## src/rtl/harmonic_tone_gen.sv

```systemverilog
// harmonic_tone_gen: additive tone generator summing N_HARM sine partials.
// Partials are evaluated one per cycle through a shared quarter-wave sine
// table and a single multiplier, once per sample_en strobe.
// Optional feature: define HARMONIC_TONE_GEN_GLIDE_EN for pitch glide
// (f_eff slews toward freq by at most GLIDE_STEP per accepted sample).
module harmonic_tone_gen #(
    parameter int F_BITS     = 12,
    parameter int A_BITS     = 3,
    parameter int M_BITS     = 4,
    parameter int N_HARM     = 4,
    parameter int PHASE_BITS = 24,
    parameter int LUT_BITS   = 8,
    parameter int SIG_BITS   = 16,
    parameter int GLIDE_STEP = 4
) (
    input  logic                       clk,
    input  logic                       reset,
    input  logic                       sample_en,
    input  logic [F_BITS-1:0]          freq,
    input  logic [N_HARM*A_BITS-1:0]   amp,
    input  logic [N_HARM*M_BITS-1:0]   mult,
    output logic [SIG_BITS-1:0]        out,
    output logic                       out_valid,
    output logic                       busy,
    output logic                       overrun
);

    localparam int unsigned Q = 1 << LUT_BITS;
    localparam int H_BITS   = $clog2(N_HARM);
    localparam int SHIFT    = A_BITS + H_BITS;
    localparam int ACC_BITS = SIG_BITS + SHIFT;
    localparam int K_BITS   = (N_HARM > 1) ? H_BITS : 1;
    localparam int INC_BITS = F_BITS + M_BITS;
    // pi and full-scale amplitude in Q60 fixed point for table generation
    localparam logic signed [127:0] PI_Q60 = 128'sh3243F6A8885A308D;
    localparam logic signed [127:0] AMAX   = (128'sd1 <<< (SIG_BITS - 1)) - 128'sd1;

    typedef enum logic [2:0] {IDLE, PHASE, ROM, MAC, OUT} state_t;

    // Table entry k = round(AMAX * sin(pi/2 * k/(Q-1))), evaluated at
    // elaboration with a Q60 Taylor series (error far below one LSB).
    function automatic logic [SIG_BITS-2:0] sine_entry(input int unsigned k);
        logic signed [127:0] x, x2, term, acc, div, scaled;
        x    = (PI_Q60 * 128'(k)) / 128'(2 * (Q - 1));
        x2   = (x * x) >>> 60;
        term = x;
        acc  = x;
        for (int unsigned n = 1; n <= 12; n++) begin
            div  = 128'((2 * n) * (2 * n + 1));
            term = -((term * x2) >>> 60) / div;
            acc  = acc + term;
        end
        scaled = (acc * AMAX + (128'sd1 <<< 59)) >>> 60;
        return scaled[SIG_BITS-2:0];
    endfunction

    state_t                      state, state_nx;
    logic [K_BITS-1:0]           k_idx;
    logic [PHASE_BITS-1:0]       phase [N_HARM];
    logic [F_BITS-1:0]           f_eff;
    logic [A_BITS-1:0]           amp_a [N_HARM];
    logic [M_BITS-1:0]           mult_a [N_HARM];
    logic [SIG_BITS-2:0]         rom_tab [Q];

    logic [INC_BITS-1:0]         inc;
    logic [PHASE_BITS-1:0]       phase_nx;
    logic [LUT_BITS+1:0]         top;
    logic [LUT_BITS-1:0]         addr;

    logic [LUT_BITS-1:0]         addr_r;
    logic                        sign1, sign2, v1, v2;
    logic [A_BITS-1:0]           amp1, amp2;
    logic [SIG_BITS-2:0]         mag_r;
    logic signed [SIG_BITS-1:0]  sample;
    logic signed [ACC_BITS-1:0]  prod, acc, acc_nx;

    for (genvar g = 0; g < Q; g++) begin : g_rom
        localparam logic [SIG_BITS-2:0] ENTRY = sine_entry(g);
        assign rom_tab[g] = ENTRY;
    end

    // State register
    always_ff @(posedge clk or posedge reset) begin
        if (reset) state <= IDLE;
        else       state <= state_nx;
    end

    // Next-state and status outputs
    always_comb begin
        state_nx  = state;
        busy      = (state != IDLE);
        out_valid = (state == OUT);
        case (state)
            IDLE:    if (sample_en) state_nx = PHASE;
            PHASE:   if (k_idx == K_BITS'(N_HARM - 1)) state_nx = ROM;
            ROM:     state_nx = MAC;
            MAC:     state_nx = OUT;
            OUT:     state_nx = IDLE;
            default: state_nx = IDLE;
        endcase
    end

    // Phase advance and folded table address for the current partial
    always_comb begin
        inc      = f_eff * mult_a[k_idx];
        phase_nx = phase[k_idx] + PHASE_BITS'(inc);
        top      = phase_nx[PHASE_BITS-1 -: LUT_BITS+2];
        addr     = top[LUT_BITS] ? LUT_BITS'(Q - 1) - top[LUT_BITS-1:0]
                                 : top[LUT_BITS-1:0];
    end

    // Signed sample times drawbar amplitude, accumulated while stage 2 is valid
    always_comb begin
        sample = sign2 ? -$signed({1'b0, mag_r}) : $signed({1'b0, mag_r});
        prod   = ACC_BITS'(sample) * ACC_BITS'($signed({1'b0, amp2}));
        acc_nx = v2 ? acc + prod : acc;
    end

    // Datapath: latching, phase accumulators, table pipeline, accumulator, output
    always_ff @(posedge clk or posedge reset) begin
        if (reset) begin
            for (int unsigned h = 0; h < N_HARM; h++) begin
                phase[h]  <= '0;
                amp_a[h]  <= '0;
                mult_a[h] <= '0;
            end
            k_idx   <= '0;
            f_eff   <= '0;
            addr_r  <= '0;
            sign1   <= 1'b0;
            sign2   <= 1'b0;
            v1      <= 1'b0;
            v2      <= 1'b0;
            amp1    <= '0;
            amp2    <= '0;
            mag_r   <= '0;
            acc     <= '0;
            out     <= '0;
            overrun <= 1'b0;
        end else begin
            v1    <= (state == PHASE);
            v2    <= v1;
            sign2 <= sign1;
            amp2  <= amp1;
            mag_r <= rom_tab[addr_r];
            acc   <= acc_nx;
            if (sample_en && state != IDLE) overrun <= 1'b1;
            if (state == MAC) out <= SIG_BITS'(acc_nx >>> SHIFT);
            case (state)
                IDLE: begin
                    k_idx <= '0;
                    if (sample_en) begin
                        for (int unsigned h = 0; h < N_HARM; h++) begin
                            amp_a[h]  <= amp[h*A_BITS +: A_BITS];
                            mult_a[h] <= mult[h*M_BITS +: M_BITS];
                        end
`ifdef HARMONIC_TONE_GEN_GLIDE_EN
                        if (freq > f_eff)
                            f_eff <= (freq - f_eff > F_BITS'(GLIDE_STEP))
                                     ? f_eff + F_BITS'(GLIDE_STEP) : freq;
                        else
                            f_eff <= (f_eff - freq > F_BITS'(GLIDE_STEP))
                                     ? f_eff - F_BITS'(GLIDE_STEP) : freq;
`else
                        f_eff <= freq;
`endif
                        acc <= '0;
                    end
                end
                PHASE: begin
                    phase[k_idx] <= phase_nx;
                    addr_r       <= addr;
                    sign1        <= top[LUT_BITS+1];
                    amp1         <= amp_a[k_idx];
                    k_idx        <= k_idx + 1'b1;
                end
                default: ;
            endcase
        end
    end

endmodule

```

## config.mk

```make
export PLATFORM = sky130hd
export DESIGN_NAME = harmonic_tone_gen
export DESIGN_NICKNAME = d
export VERILOG_FILES = /design/src/rtl/harmonic_tone_gen.sv
export SDC_FILE = /design/constraint.sdc
export NUM_CORES = 1
export LEC_CHECK = 0
export BUFFER_PORTS_ARGS = -buffer_cell sky130_fd_sc_hd__buf_2
export CAP_MARGIN = 20
export CELL_PAD_IN_SITES_DETAIL_PLACEMENT = 1
export CELL_PAD_IN_SITES_GLOBAL_PLACEMENT = 1
export CORE_AREA = 2 2 229 186
export CTS_CLUSTER_DIAMETER = 120
export DETAILED_ROUTE_END_ITERATION = 10
export DIE_AREA = 0 0 231 188
export HOLD_SLACK_MARGIN = 0.05
export MAX_ROUTING_LAYER = met4
export PLACE_DENSITY_LB_ADDON = 0.1
export SLEW_MARGIN = 5
export SYNTH_ARGS = -nofsm -noshare
export SYNTH_HDL_FRONTEND = slang
export SYNTH_SLANG_ARGS = --single-unit
```

## constraint.sdc

```tcl
create_clock -name clk -period 6.54 [get_ports clk]
set_clock_uncertainty 0.2 [all_clocks]
set_input_delay 0.327 -clock clk [delete_from_list [all_inputs] [get_ports clk]]
set_output_delay 0.327 -clock clk [all_outputs]
set_load 0.02 [all_outputs]
```

# After elaboration in Yosys (flattened, before gate mapping)
# Memory sizes are Yosys's and may differ from the RTL's. A register that Yosys moved wholly into a read port is not among the register bits.
# Index checks and enable logic that the tools add are counted.
# W data, S select, Z words.
[totals]
elab_cells = 72
latchBits = 0
regBits = 197
mem_count = 1
mem_bits_ro = 3840
mem_bits_rw = 0
[op_classes]
n_eq_ne = 7
add_sub_neg = 5
shifts = 0
div_mod_pow = 0
order_cmp = 2
reduce_logical = 7
n_mux = 21
multipliers = 2
n_bitwise = 2
[memory_table]
columns = ["memory", "words", "width", "read_ports", "rd_clocked_by_memory_dff", "wr", "line_no", "source"]
rows = [
  ["(name not given)", 256, 15, 1, 1, 0, "145", "mag_r <= rom_tab[addr_r];"],
]
[op_table]
columns = ["cell", "count"]
rows = [
  ["$bwmux W96", 1],
  ["$mux W24", 3],
  ["$mux W21", 3],
  ["$bmux W24 S2", 1],
  ["$demux W24 S2", 1],
  ["$add A24 B16 Y24", 1],
  ["$add A21 B20 Y21", 1],
  ["$mul A16 B4 Y20", 1],
  ["$mul A12 B4 Y16", 1],
  ["$mux W16", 1],
  ["$neg A15 Y16", 1],
  ["$mux W3", 4],
  ["$pmux W3 S4", 1],
  ["$not A8 Y9", 1],
  ["$bmux W4 S2", 1],
  ["$mux W4", 2],
  ["$mux W8", 1],
  ["$sub A8 B8 Y8 const A", 1],
  ["$bmux W3 S2", 1],
  ["$eq A3 B2 Y1 const B", 2],
  ["$ne A2 B2 Y1 const B", 2],
  ["$pmux W2 S2", 1],
  ["$reduce_and A2 Y1", 2],
  ["$eq A3 B1 Y1 const B", 1],
  ["other kinds (10)", 11],
]

# Logic depth before layout (Yosys ltp)
# Gate-level depths: netlist (run 1).
[depth]
word_depth = 8
mapped_depth = 21
ltp_nobuf = 21

# Worst setup path before layout (run 1)
# No wires, ideal clock.
[synth_timing]
kind = "reg-to-reg"
from = "register k_idx[0]"
to = "register addr_r[0]"
path_slack_ns = 1.147
path_stages_with_launch = 21
arrival_time_ns = 5.061
n_path_buf = 4
setup_time_ns = 0.132
path_cell_list = "dfrtp_1 buf_6 buf_2 mux4_2 clkbuf_1 and2_1 fa_1 fa_1 inv_1 fa_1 inv_1 ha_1 o21ai_0 nor4_1 nor2_1 a211oi_1 o211ai_2 xor2_2 buf_6 xnor2_1 o21ai_1"
[synth_via]
elab_chain_len = 8
elab_cells_between_ends = 11
cone_classes = "add/sub: 2; mul: 1; mux: 7; bitwise: 1"
[synth_rtl]
columns = ["item", "line_no", "source"]
rows = [
  ["from (decl)", "58", "logic [K_BITS-1:0] k_idx;"],
  ["from (signal assigned)", "175", "k_idx <= k_idx + 1'b1;"],
  ["$not A2 Y3 (implied by the code) (*)", "105, 106", ""],
  ["$bmux W4 S2", "105", "inc = f_eff * mult_a[k_idx];"],
  ["$mux W4 (implied by the code) (2 in a row)", "105", ""],
  ["$mul A12 B4 Y16", "105", ""],
  ["$add A24 B16 Y24 (*)", "106", "phase_nx = phase[k_idx] + PHASE_BITS'(inc);"],
  ["$sub A8 B8 Y8", "108", "addr = top[LUT_BITS] ? LUT_BITS'(Q - 1) - top[LUT_BITS-1:0]"],
  ["$mux W8 (*)", "108", ""],
  ["to (signal assigned)", "172", "addr_r <= addr;"],
  ["to (decl)", "70", "logic [LUT_BITS-1:0] addr_r;"],
]
# Every way passes the cells marked *; elsewhere a longest branch is shown, timed or not. The select of a mux whose other input is x is not followed.
# A chain may end at the register's enable or synchronous reset.

# Final worst setup path (run 1)
[layout_timing]
from = "register k_idx[0]"
to = "register addr_r[3]"
# Same word-level chain as after synthesis.

==> metrics.yaml, run 1 <==
worst_setup_path:
  cp-end-kind: "register"
  cp_data_arrival_time_ps: 5880
  crit_family: "adder cells"
  path_common_cell: "fa_1"
  cp.required_ps: 6730
  worst-r2r-setup-slack_ps: 850
  slowest_delay_ps: 690
  startpoint_type: "register"
  worstSetupPathType: "reg -> reg"
  cp_max_fo: 12
  crit_chain: "mux4_2 > and2_1 > fa_1 > fa_1 > inv_1 > fa_1 > inv_1 > ha_1 > o21ai_0 > nor4_1 > nor2_1 > a211oi_1 > o211ai_2 > xor2_2 > xnor2_1 > o21ai_1"
  slowest_stage: "mux4_2"
  cp_num_buf_inv: 2
global_routing:
  grt_pass1_vias: 15700
  gr-usage-all-layers_pct: 26.9
  grt_antenna_before_repair: 1
  overflow: 0
  grt_pass1_wl_mm: 89.9
  grt_max_degree: 141
clock_tree:
  clk_latency_ps: 560
  cts_tree: "yes"
  cts_sinks: 212
  cts_setup_buffers: 0
  cts_buffer_depth: 3
  hold_buffers: 42
  cts_buffers: 25
  clk_pin_slew_ps: 60
  cts_root_buf: "clkbuf_16"
  cts_resized: 0
  htree_levels: 1
synth:
  synth_flop_cell: "dfrtp_1"
  synth_edf_count: 0
  synth_area_um2: 17500
  yosysWarnings: 0
  ys_ff_latch: 212
  syn_avg_cell_area_um2: 8.61
  synth-seq-area-share_pct: 30.3
  synth_area_leaders: "dfrtp_1, fa_1, ha_1"
  synth_top_area_share_pct: 30.3
  netlist_instances: 2035
  yosys-top-cells-count: "nand2_1, dfrtp_1, inv_1"
  netlist-cell-type-count: 78
  ys_async_sr_fraction_pct: 100
  yosys.area.top_type: "dfrtp_1"
  synth_nets: 2235
  synth_most_common_cell: "nand2_1"
timing:
  slew_headroom_pct: 23.8
  tightest_slew_ps: 1140
  hold_viol_final: 0
  fmax_mhz: 176
  setup_viol: 0
  grt_setup_unrepaired: "false"
  post-route-min-period_ps: 5690
  post-route-period-util_pct: 87.1
  slew_viol_final: 0
  tns_ps: 0
drt:
  firstDrtPassIters: 5
  via_per_inst: 5.83
  drc_errors: 0
  drt_iter0_markers: 1335
  drt-total-wl_mm: 56.3
  routed-via-count: 15200
  final_antenna_net_count: 0
  wl_per_cell_um: 21.6
cells_and_area:
  syn2layout_area_growth_pct: 10.7
  nFillCells: 4854
  multi_input_area_um2: 11000
  ff_latch_area_um2: 5320
  final_nets: 2238
  drive_above_1_share_pct: 11.9
die:
  dieHeight_um: 188
  die_x_um: 231
  initial_utilization_pct: 42.5
  boundaryPins: 62
  core-area_um2: 41200
  dieArea_um2: 43400
  placementRows: 67
place:
  numPortBuffers: 61
  routabilityCongestion: 0.954
  hpwlAfterDp_mm: 38.8
min_path:
  hold_path_class: "reg -> reg"
run_status:
  status: "finished clean"
job:
  cap_violations: 0
-- registers in the layout (all words and copies together) (netlist names), 2 cells and up --
register / count
amp_a: 12
addr_r: 8
state: 3
out: 16
k_idx: 2
acc: 21
amp1: 3
mult_a: 16
amp2: 3
phase: 96
f_eff: 12
mag_r: 15
-- per-layer routing --
layer / global-route usage (%) / part of all wire, % / wire, um / vias to the layer above
met5: - / 0 / 0 / -
met4: 6.87 / 2.5 / 1430 / 0
met3: 4.17 / 5.7 / 3210 / 94
met2: 39.7 / 44 / 24800 / 445
met1: 38.4 / 48 / 26900 / 7576
li1: - / - / - / 7077
-- cells by family after synthesis --
| logic type | synth area share (%) |
|---|---|
| AND/OR/NAND/NOR | 15.9 |
| AO/OA/AOI/OAI | 20.4 |
| buffers and inverters | 7.03 |
| flip-flops | 30.3 |
| adder cells (fa/ha/maj) | 14.1 |
| multiplexers | 9.32 |
| XOR/XNOR | 2.99 |
-- worst paths after layout --
| kind | startpoint | endpoint | cells past startpoint |
|---|---|---|---|
| worst min-delay path | v1 | v2 | 0 |
| max in group asynchronous | reset | phase[20] | 4 |
| min in group asynchronous | reset | amp_a[9] | 3 |
| worst max-delay path | k_idx[0] | addr_r[3] | 16 |
| worst min register to register | v1 | v2 | 0 |
| worst max register to register | k_idx[0] | addr_r[3] | 16 |
-- layout make-up --
| type | count | share of cell area, % |
|---|---|---|
| Antenna cell | 1 | 0.0129 |
| Clock buffer | 34 | 3.61 |
| Clock inverter | 10 | 0.781 |
| Inverter | 167 | 3.27 |
| Multi-Input combinational cell | 1506 | 56.6 |
| Sequential cell | 212 | 27.4 |
| Tap cell | 552 | 3.56 |
| Timing Repair Buffer | 126 | 4.70 |
-- stage by stage --
stage	area, um^2	hold slack [ps]	utilization, %	worst slack, ps	std cells
2_1_floorplan	17500	131	-	219	2035
3_3_place_gp	18100	135	43.9	1000	2521
3_5_place_dp	18100	160	43.9	823	2521
4_1_cts	19400	174	47.0	782	2607
5_1_grt	19400	182	47.0	496	2608
6_report	19400	169	47.0	847	2608
-- placed cells by master, fill, tap and decap left out, types with 6 or more instances in the layout --
cell / netlist / routed
and2_1: 40 / 39
ha_1: 90 / 90
a211oi_1: 40 / 40
a21o_1: 18 / 18
buf_2: 21 / 61
o211ai_1: 23 / 23
nand3_1: 31 / 31
a311oi_1: 11 / 11
nand2_1: 248 / 248
nor3_1: 35 / 35
clkbuf_16: 0 / 25
fa_1: 67 / 67
a31oi_1: 21 / 21
o31ai_1: 12 / 12
mux2i_1: 18 / 18
buf_4: 0 / 22
o311ai_0: 9 / 9
inv_1: 163 / 162
xnor2_1: 30 / 30
mux4_2: 38 / 38
or3_1: 6 / 6
dfrtp_1: 212 / 205
o22ai_1: 14 / 14
and3_1: 8 / 8
o21ai_0: 153 / 153
a221oi_1: 9 / 9
xor2_1: 28 / 28
dlygate4sd3_1: 0 / 42
o21ai_1: 55 / 55
mux2_2: 53 / 53
o221ai_1: 6 / 6
nor2_1: 137 / 137
nand2b_1: 23 / 23
a21oi_1: 140 / 140
nor2b_1: 56 / 56
Power of run 1 is left out: the tool's default activity adds up to more than one toggle a clock period on the data nets, which glitch-free logic cannot reach.
==> inputs of run 2 (changes only) <==
--- a/config.mk
+++ b/config.mk
@@ -9,10 +9,10 @@
 export CAP_MARGIN = 20
 export CELL_PAD_IN_SITES_DETAIL_PLACEMENT = 1
 export CELL_PAD_IN_SITES_GLOBAL_PLACEMENT = 1
-export CORE_AREA = 2 2 229 186
+export CORE_AREA = 2 2 254 206
 export CTS_CLUSTER_DIAMETER = 120
 export DETAILED_ROUTE_END_ITERATION = 10
-export DIE_AREA = 0 0 231 188
+export DIE_AREA = 0 0 256 208
 export HOLD_SLACK_MARGIN = 0.05
 export MAX_ROUTING_LAYER = met4
 export PLACE_DENSITY_LB_ADDON = 0.1
==> metrics.yaml, run 2 (synthesized netlist as in run 1, its figures left out) <==
timing:
  hold_viol_final: 0
  post-route-period-util_pct: 86.9
  slew_viol_final: 0
  tightest_slew_ps: 1170
  slew_headroom_pct: 20.2
  fmax_mhz: 176
  tns_ps: 0
  setup_viol: 0
  post-route-min-period_ps: 5680
  grt_setup_unrepaired: "false"
global_routing:
  grt_pass1_wl_mm: 91.2
  overflow: 0
  grt_antenna_before_repair: 0
  grt_max_degree: 124
  grt_pass1_vias: 15600
  gr-usage-all-layers_pct: 21.9
worst_setup_path:
  cp_data_arrival_time_ps: 5870
  reg2reg_to: "addr_r[7]"
  cp-end-kind: "register"
  r2r_cells: 16
  worst-r2r-setup-slack_ps: 860
  worstSetupPathType: "reg -> reg"
  startpoint_type: "register"
  cp_max_fo: 12
  cp.required_ps: 6720
  r2r-start: "k_idx[0]"
place:
  numPortBuffers: 61
  hpwlAfterDp_mm: 39.9
  routabilityCongestion: 0.910
drt:
  routed-via-count: 15100
  firstDrtPassIters: 5
  final_antenna_net_count: 0
  drt-total-wl_mm: 56.5
  drc_errors: 0
  wl_per_cell_um: 20.6
  drt_iter0_markers: 1157
  via_per_inst: 5.50
cells_and_area:
  syn2layout_area_growth_pct: 11.9
  top_regs: "phase x96, acc x21"
  diodes: 0
  layout_common_cells: "nand2_1, dfrtp_1, inv_1"
  nFillCells: 5949
  regMostFlops: "phase"
  final_common_cell: "nand2_1"
  final_nets: 2242
  drive_above_1_share_pct: 12.0
  largest_reg_flops: 96
job:
  cap_violations: 0
die:
  dieArea_um2: 53200
  die_x_um: 256
  placementRows: 74
  dieHeight_um: 208
  boundaryPins: 62
  initial_utilization_pct: 34.6
  core-area_um2: 50600
clock_tree:
  cts_buffer_depth: 3
  cts_root_buf: "clkbuf_16"
  cts_sinks: 212
  cts_setup_buffers: 0
  cts_tree: "yes"
  htree_levels: 1
  cts_buffers: 26
  clk_latency_ps: 550
  clk_pin_slew_ps: 60
min_path:
  hold_path_class: "reg -> reg"
  min_path_cells: 0
  holdPathEnd: "v2"
  hp-start: "v1"
run_status:
  status: "finished clean"
-- run 2: critical path, stage by stage, from the launching register on --
cell	delay, ps
dfrtp_2	460
mux4_2	700
and2_1	250
fa_1	490
fa_1	490
inv_1	50
fa_1	470
inv_1	40
ha_1	360
o21ai_0	150
o21ai_1	310
a211oi_2	140
nor3_1	490
o21ai_1	160
xor2_1	490
xnor2_1	190
o21ai_1	70
-- run 2: worst max path at each step --
stage / slack [ps] / depth (start not counted) / start / end
after floorplan: 220 / 1 / reset / acc[0]
after global placement: 980 / 19 / mag_r[5] / out[14]
after detailed placement: 870 / 16 / k_idx[0] / addr_r[7]
after CTS: 810 / 16 / k_idx[0] / addr_r[7]
after global routing: 510 / 19 / mag_r[5] / out[14]
final: 860 / 16 / k_idx[0] / addr_r[7]
-- run 2: cell type report --
class,count,area [um^2],area share [%]
Sequential cell,212,5320,27.1
Tap cell,684,856,4.37
Clock buffer,36,718,3.66
Clock inverter,9,139,0.709
Inverter,167,634,3.24
Multi-Input combinational cell,1506,11000,56.0
Timing Repair Buffer,129,946,4.83
-- run 2: routing by layer --
metal  wire [um]  global-route usage (%)
met3        3120                    3.17
met1       27800                    32.1
met4        1020                    4.05
met5           0                       -
met2       24600                    32.3
-- run 2: repair_timing --
action	CTS	global route
hold buffers	42	0
hold endpoints to repair	146	0
gates resized for setup	0	0
-- run 2: through the flow --
step / cell area [um^2] / cells / util (%) / worst slack [ps] / hold slack, ps
detailed placement: 18300 / 2656 / 36.2 / 868 / 143
finish: 19600 / 2743 / 38.7 / 856 / 162
global route: 19600 / 2743 / 38.7 / 511 / 160
floorplan: 17500 / 2035 / - / 219 / 131
global placement: 18300 / 2656 / 36.2 / 983 / 135
CTS: 19600 / 2743 / 38.7 / 806 / 156
Power of run 2 is left out for the same reason.
==> inputs of run 3 (changes only) <==
--- a/config.mk
+++ b/config.mk
@@ -6,7 +6,7 @@
 export NUM_CORES = 1
 export LEC_CHECK = 0
 export BUFFER_PORTS_ARGS = -buffer_cell sky130_fd_sc_hd__buf_2
-export CAP_MARGIN = 20
+export CAP_MARGIN = 10
 export CELL_PAD_IN_SITES_DETAIL_PLACEMENT = 1
 export CELL_PAD_IN_SITES_GLOBAL_PLACEMENT = 1
 export CORE_AREA = 2 2 254 206
==> constraint.sdc (replaced) <==
create_clock -name clk -period 5 [get_ports clk]
set_clock_uncertainty 0.2 [all_clocks]
set_input_delay 0.25 -clock clk [delete_from_list [all_inputs] [get_ports clk]]
set_output_delay 0.25 -clock clk [all_outputs]
set_load 0.02 [all_outputs]
==> metrics.yaml, run 3 (synthesized netlist as in run 1, its figures left out) <==
clock_tree:
  clk_pin_slew_ps: 60
  cts_tree: "yes"
  cts_buffers: 26
  htree_levels: 1
  cts_sinks: 212
  cts_buffer_depth: 3
  clk_latency_ps: 560
  cts_root_buf: "clkbuf_16"
timing:
  slew_viol_final: 0
  setup_viol: 38
  fmax_mhz: 191
  tightest_slew_ps: 1100
  setup_ws_ps: -237
  worst_hold_slack_ps: 143
  grt_setup_unrepaired: "true"
  post-route-period-util_pct: 105
  hold_viol_final: 0
  slew_headroom_pct: 26.2
  post-route-min-period_ps: 5240
cells_and_area:
  final_common_cell: "nand2_1"
  final_nets: 2382
  nFillCells: 5837
  largest_reg_flops: 96
  drive_above_1_share_pct: 25.2
  regMostFlops: "phase"
  layout_common_cells: "nand2_1, dfrtp_1, inv_1"
  top_regs: "phase x96, acc x21"
  syn2layout_area_growth_pct: 24.6
global_routing:
  grt_antenna_before_repair: 2
  grt_max_degree: 113
  gr-usage-all-layers_pct: 22.6
  grt_pass1_wl_mm: 94.2
  overflow: 0
  grt_pass1_vias: 16300
worst_setup_path:
  cp_data_arrival_time_ps: 5480
  crit_chain: "or4_4 > o41ai_4 > buf_4 > xnor2_4 > nor2b_1 > ha_1 > fa_1 > inv_1 > fa_1 > inv_2 > ha_4 > a21o_1 > a2111oi_4 > o31ai_2 > a311o_1 > a21o_1 > and3_4 > o31a_1"
  cp_max_fo: 4
  cp-end-kind: "register"
  cp.required_ps: 5250
  worst-r2r-setup-slack_ps: -240
  worstSetupPathType: "reg -> reg"
  slowest_stage: "or4_4"
  slowest_delay_ps: 590
  startpoint_type: "register"
drt:
  wl_per_cell_um: 20.6
  drc_errors: 0
  drt-total-wl_mm: 59.6
  routed-via-count: 15800
  final_antenna_net_count: 0
  firstDrtPassIters: 5
  via_per_inst: 5.48
  drt_iter0_markers: 1200
job:
  cap_violations: 0
min_path:
  hold_path_class: "reg -> reg"
die:
  placementRows: 74
  initial_utilization_pct: 34.6
  dieArea_um2: 53200
  dieHeight_um: 208
  boundaryPins: 62
  core-area_um2: 50600
  die_x_um: 256
place:
  hpwlAfterDp_mm: 41.9
  routabilityCongestion: 0.924
  numPortBuffers: 61
run_status:
  status: "finished with violations"
  failed_checks: "negative setup slack"
[run 3: cell types whose count changed in the layout (fill, tap and decap cells not counted), moves of 12 or more]
cell     before  now
o21ai_2       0   32
nand2_1     248  236
xor2_1       28   16
buf_6         0   23
buf_4        24  139
ha_4          0   21
o21ai_0     153  138
ha_1         90   68
o21ai_1      55   33
[run 3: final timing paths]
path	depth (start not counted)	endpoint	from
worst max register to register	18	out[14]	mag_r[6]
worst max-delay path	18	out[14]	mag_r[6]
worst min register to register	0	sign2	sign1
min in group asynchronous	3	phase[63]	reset
worst min-delay path	0	sign2	sign1
max in group asynchronous	4	k_idx[1]	reset
[run 3: layout make-up]
cell class                      count  area, um^2  share of cell area [%]
Clock buffer                       33         707                    3.24
Clock inverter                     15         149                   0.682
Tap cell                          684         856                    3.92
Timing Repair Buffer              269        2110                    9.65
Multi-Input combinational cell   1506       12100                    55.2
Sequential cell                   212        5320                    24.4
Inverter                          167         631                    2.89
Antenna cell                        1        2.50                  0.0115
[run 3: per-layer routing]
layer,routed length [um],vias to the layer above,GRT usage (%)
met5,0,-,-
met4,1010,0,3.89
li1,-,7378,-
met2,26000,402,33.6
met1,29400,7968,33.1
met3,3150,83,3.33
[run 3: critical path, delay by kind of cell (launching register included)]
family          cells  cell delay, ps
xor+xnor            1             120
compound gates      7            1810
simple gates        3             830
flops               1             370
fa+ha+maj           4            1510
buf+inv             3             300
[run 3: timing repair]
action                                  4_1_cts  5_1_grt
endpoints found under the setup margin       69       86
buffers inserted                             12       19
hold buffers                                 42        0
gates resized for setup                      67      149
pin swaps                                    41       92
endpoints found under the hold margin        79        0
[run 3: per-stage QoR]
step                      TNS [ps]  cells  instance area [um^2]  util, %  setup WS, ps
after floorplan               -531   2035                 17700        -          -123
after global placement       -5000   2769                 19300     38.1          -265
after detailed placement     -9230   2769                 19300     38.1          -332
after CTS                    -3800   2869                 21000     41.5          -293
after global routing        -14820   2887                 21800     43.1          -430
final                        -3830   2887                 21800     43.1          -237
Power of run 3 is left out for the same reason.
